==> config.mk <==
export PLATFORM = sky130hd
export DESIGN_NAME = memory_arbiter
export DESIGN_NICKNAME = d
export VERILOG_FILES = /design/src/rtl/memory_arbiter.sv
export SDC_FILE = /design/constraint.sdc
export NUM_CORES = 1
export LEC_CHECK = 0
export CAP_MARGIN = 20
export CORE_AREA = 2 2 115 117
export DETAILED_ROUTE_END_ITERATION = 8
export DIE_AREA = 0 0 117 119
export PLACE_DENSITY_LB_ADDON = 0.1
export SLEW_MARGIN = 20
export SYNTH_ARGS = -nofsm -noshare
export SYNTH_HDL_FRONTEND = slang
export SYNTH_SLANG_ARGS = --single-unit
export TNS_END_PERCENT = 50
==> constraint.sdc <==
create_clock -name CLK -period 4.62 [get_ports CLK]
set_input_delay 0.924 -clock CLK [delete_from_list [all_inputs] [get_ports CLK]]
set_output_delay 0.924 -clock CLK [all_outputs]
set_load 0.01 [all_outputs]
==> src/rtl/memory_arbiter.sv <==
// Single-port RAM arbiter between instruction fetch and data requests; data has priority.
// Optional MEMORY_ARBITER_FAIRNESS_EN bounds consecutive data grants while a fetch waits.
module memory_arbiter #(
  parameter int ADDR_W     = 32,
  parameter int DATA_W     = 32,
  parameter int MAX_DBURST = 4
) (
  input  logic              CLK,
  input  logic              RST,
  input  logic              iREN,
  input  logic [ADDR_W-1:0] iaddr,
  input  logic              dREN,
  input  logic              dWEN,
  input  logic [ADDR_W-1:0] daddr,
  input  logic [DATA_W-1:0] dstore,
  input  logic              ramready,
  input  logic [DATA_W-1:0] ramload,
  output logic              ramREN,
  output logic              ramWEN,
  output logic [ADDR_W-1:0] ramaddr,
  output logic [DATA_W-1:0] ramstore,
  output logic              ihit,
  output logic [DATA_W-1:0] iload,
  output logic              dhit,
  output logic [DATA_W-1:0] dload
);

  localparam logic [1:0] IDLE = 2'd0;
  localparam logic [1:0] IACC = 2'd1;
  localparam logic [1:0] DACC = 2'd2;
  localparam logic [1:0] RESP = 2'd3;

  logic [1:0]        state_q, state_d;
  logic [ADDR_W-1:0] addr_q, addr_d;
  logic [DATA_W-1:0] store_q, store_d;
  logic [DATA_W-1:0] iload_q, iload_d;
  logic [DATA_W-1:0] dload_q, dload_d;
  logic              wr_q, wr_d;
  logic              ren_q, ren_d;
  logic              wen_q, wen_d;
  logic              ihit_q, ihit_d;
  logic              dhit_q, dhit_d;
  logic              dreq;
  logic              grant_i;
  logic              grant_d;

  assign dreq = dREN | dWEN;

`ifdef MEMORY_ARBITER_FAIRNESS_EN
  localparam int               CNT_W   = $clog2(MAX_DBURST + 1);
  localparam logic [CNT_W-1:0] CNT_MAX = CNT_W'(MAX_DBURST);

  logic [CNT_W-1:0] cnt_q, cnt_d;

  // Counter only advances on data grants that bypassed a waiting fetch.
  always_comb begin
    cnt_d   = cnt_q;
    grant_i = 1'b0;
    grant_d = 1'b0;
    if (state_q == IDLE) begin
      if (iREN && (cnt_q == CNT_MAX)) begin
        grant_i = 1'b1;
        cnt_d   = '0;
      end else if (dreq) begin
        grant_d = 1'b1;
        if (!iREN)
          cnt_d = '0;
        else if (cnt_q != CNT_MAX)
          cnt_d = cnt_q + 1'b1;
      end else if (iREN) begin
        grant_i = 1'b1;
        cnt_d   = '0;
      end
    end
  end

  always_ff @(posedge CLK) begin
    if (RST)
      cnt_q <= '0;
    else
      cnt_q <= cnt_d;
  end
`else
  always_comb begin
    grant_d = (state_q == IDLE) && dreq;
    grant_i = (state_q == IDLE) && !dreq && iREN;
  end
`endif

  always_comb begin
    state_d = state_q;
    addr_d  = addr_q;
    store_d = store_q;
    wr_d    = wr_q;
    ren_d   = ren_q;
    wen_d   = wen_q;
    iload_d = iload_q;
    dload_d = dload_q;
    ihit_d  = 1'b0;
    dhit_d  = 1'b0;
    case (state_q)
      IDLE: begin
        if (grant_d) begin
          state_d = DACC;
          addr_d  = daddr;
          store_d = dstore;
          wr_d    = dWEN;
          ren_d   = !dWEN;
          wen_d   = dWEN;
        end else if (grant_i) begin
          state_d = IACC;
          addr_d  = iaddr;
          store_d = '0;
          wr_d    = 1'b0;
          ren_d   = 1'b1;
          wen_d   = 1'b0;
        end
      end
      IACC, DACC: begin
        if (ramready) begin
          state_d = RESP;
          ren_d   = 1'b0;
          wen_d   = 1'b0;
          if (state_q == DACC) begin
            dhit_d = 1'b1;
            if (!wr_q)
              dload_d = ramload;
          end else begin
            ihit_d  = 1'b1;
            iload_d = ramload;
          end
        end
      end
      default: state_d = IDLE;
    endcase
  end

  always_ff @(posedge CLK) begin
    if (RST) begin
      state_q <= IDLE;
      addr_q  <= '0;
      store_q <= '0;
      wr_q    <= 1'b0;
      ren_q   <= 1'b0;
      wen_q   <= 1'b0;
      iload_q <= '0;
      dload_q <= '0;
      ihit_q  <= 1'b0;
      dhit_q  <= 1'b0;
    end else begin
      state_q <= state_d;
      addr_q  <= addr_d;
      store_q <= store_d;
      wr_q    <= wr_d;
      ren_q   <= ren_d;
      wen_q   <= wen_d;
      iload_q <= iload_d;
      dload_q <= dload_d;
      ihit_q  <= ihit_d;
      dhit_q  <= dhit_d;
    end
  end

  assign ramREN   = ren_q;
  assign ramWEN   = wen_q;
  assign ramaddr  = addr_q;
  assign ramstore = store_q;
  assign ihit     = ihit_q;
  assign iload    = iload_q;
  assign dhit     = dhit_q;
  assign dload    = dload_q;

endmodule

==> impl_metrics.tcl <==
set metrics [dict create \
    fmax_mhz 351 \
    tns_ps 0 \
    htreeDepth 4 \
    num_vias 5502 \
    numPortBuffers 265 \
    cts_root_buf "clkbuf_16" \
    via_per_inst 5.12 \
    hold_buffers 0 \
    startpoint_type "input port" \
    fin_skew_ps 5.57 \
    grt.total_usage_pct 23.6 \
    cp-end-kind "flip-flop" \
    cp.required_ps 4930 \
    ys.flop_type "dfxtp_1" \
    status "finished, final reports clean" \
    synth_enable_flop_cells 0 \
    insertedDiodeCount 0 \
    synthArstFlopShare_pct 0 \
    place.gp.congestion 0.800 \
    fin_crit_sh_pct 61.7 \
    ys_warn_count 0 \
    drtPass1Iterations 4 \
    cts_resized 0 \
    clockBufferDepth 2 \
    insertion_delay_ps 420 \
    netlist_top_cells_area "dfxtp_1 51%, nand2_1 16%, a21oi_1 9.1%" \
    hpwl_um 11600 \
    ir_worst_vdd_uv 262 \
    yosysTopAreaCell "dfxtp_1" \
    worstSetupPathType "input port to flip-flop" \
    fin_nets 1027 \
    syn_area_per_cell_um2 8.17 \
    synth_cell_types 32 \
    drc 0 \
    finalCoreUtilization_pct 66.3 \
    ys_seq_elements 135 \
    power_density_nw_per_um2 581 \
    wl_um 16700 \
    syn_inst 655 \
    syn_area_um2 5350 \
    cts_made_buffers 17 \
    rsz0062_at_grt "false" \
    final.fill_count 1072 \
    clkTransAtPathRegs_ps 50 \
    die_area_um2 13900 \
    final_cell_area_um2 8540 \
    antenna_found_initial 0 \
    drtIter0Drc 333 \
    grt_start_max_net_pins 102 \
    ioPinCount 266 \
    ant_nets 0 \
    tritoncts "yes" \
    tightest_slew_ps 1080 \
    post-cts-setup-buffers 0 \
    synth_top_area_share_pct 50.5 \
    die_y_um 119 \
    grt-ovfl-total 0 \
    hold_viol_final 0 \
    relSlewSlack_pct 28.1 \
    fin_crit_ps 2850 \
    start_util_pct 41.6 \
    leakagePower_uw 0.00305 \
    yosys-top-cells-count "225 x nand2_1, 135 x dfxtp_1, 97 x a21oi_1, 33 x nand3_1, 32 x nor3_1" \
    clock_sinks 135 \
    yosys.cell_count.top_type "nand2_1" \
    setup_violations 0 \
    grt_pass1_vias 5286 \
    drive_above_1_share_pct 6.01 \
    rows 42 \
    grt_pass1_wl_um 25800 \
    max_cap_viol_count 0 \
    place_area_um2 7980 \
    crit_fanout 34 \
    arrival_ps 3160 \
    yosysSeqAreaShare_pct 50.5 \
    hold_path_class "flip-flop to flip-flop" \
    ff2ff_setup_slack_ps 2300 \
    syn_nets 794 \
    fp.dieW_um 117 \
    areaGrowthSynthToFinish_pct 59.6 \
    wl_per_cell_um 15.5 \
    slew_violations 0 \
    core_area_um2 12900 \
]
==> flip-flops by register name (all words and copies together) (netlist names) <==
register and flops:
wr_q 1, iload 32, state_q 2, dhit 1, dload 32, ramWEN 1
ramaddr 32, ramstore 32, ihit 1, ramREN 1
==> worst max-delay path, stage by stage <==
cell and delay, ps:
clkdlybuf4s50_1 770, nand4bb_1 200, buf_4 350, nand2_2 510, a311oi_1 400
==> report_power, final <==
group | switching, uW | internal, uW | total, uW | leakage, uW
logic | 1050 | 985 | 2030 | 0.00167
registers | 182 | 1490 | 1670 | 0.00110
clock network | 473 | 786 | 1260 | 0.000274
==> worst paths after layout <==
kind                                     to       start  cells past startpoint
worst max-delay path            ramaddr[28]        dWEN                      5
worst min-delay path              iload[20]   iload[20]                      2
worst min register to register    iload[20]   iload[20]                      2
worst max register to register  ramaddr[28]  state_q[1]                      6
==> metrics by stage <==
stage	power [uW]	setup slack [ps]	hold slack [ps]	instances
after floorplan	2790	2670	447	655
after global placement	3670	1460	441	1045
after detailed placement	3720	1350	446	1045
after CTS	5000	1780	454	1075
after global routing	5250	1600	474	1075
final	4960	1770	452	1075
==> cell usage in the layout, fill, tap and decap left out <==
master / count
a211oi_1: 1
a21oi_1: 97
a311oi_1: 22
a311oi_2: 10
and2_1: 1
and3b_1: 2
and4b_1: 1
and4bb_1: 1
buf_4: 10
bufinv_16: 1
clkbuf_1: 1
clkbuf_16: 17
clkbuf_8: 4
clkdlybuf4s50_1: 264
clkinv_2: 4
clkinv_4: 1
clkinvlp_4: 2
dfxtp_1: 135
ha_1: 5
inv_1: 4
mux2i_1: 3
nand2_1: 225
nand2_2: 1
nand2b_1: 4
nand3_1: 33
nand3b_1: 2
nand4bb_1: 1
nor2_1: 3
nor3_1: 32
nor3b_1: 1
o211a_4: 1
o211ai_4: 1
o21a_1: 1
o21a_2: 1
o21ai_0: 3
o21ai_2: 1
o32a_1: 1
o32ai_1: 2
==> layout make-up <==
cell class	count	area (um^2)	share of cell area, %
Timing Repair Buffer	274	2720	31.8
Multi-Input combinational cell	456	2330	27.2
Clock buffer	22	484	5.67
Tap cell	176	220	2.58
Clock inverter	8	73.8	0.864
Sequential cell	135	2700	31.6
Inverter	4	15.0	0.176
==> layer usage <==
layer	GRT usage, %	wire length [um]
met5	0	0
met3	8.80	1450
met2	40.7	8310
met4	10.3	520
met1	25.5	6430
==> cell families (layout without fill, tap and decap cells) <==
| group | Yosys count | count (layout) | synth area share (%) |
|---|---|---|---|
| simple gates | 307 | 307 | 24.2 |
| compound gates | 141 | 141 | 17.6 |
| flops | 135 | 135 | 50.5 |
| mux | 3 | 3 | 0.561 |
| fa+ha+maj | 5 | 5 | 1.17 |
| buf+inv | 64 | 308 | 6.01 |
No activity file was read; power rests on OpenSTA's default activity.
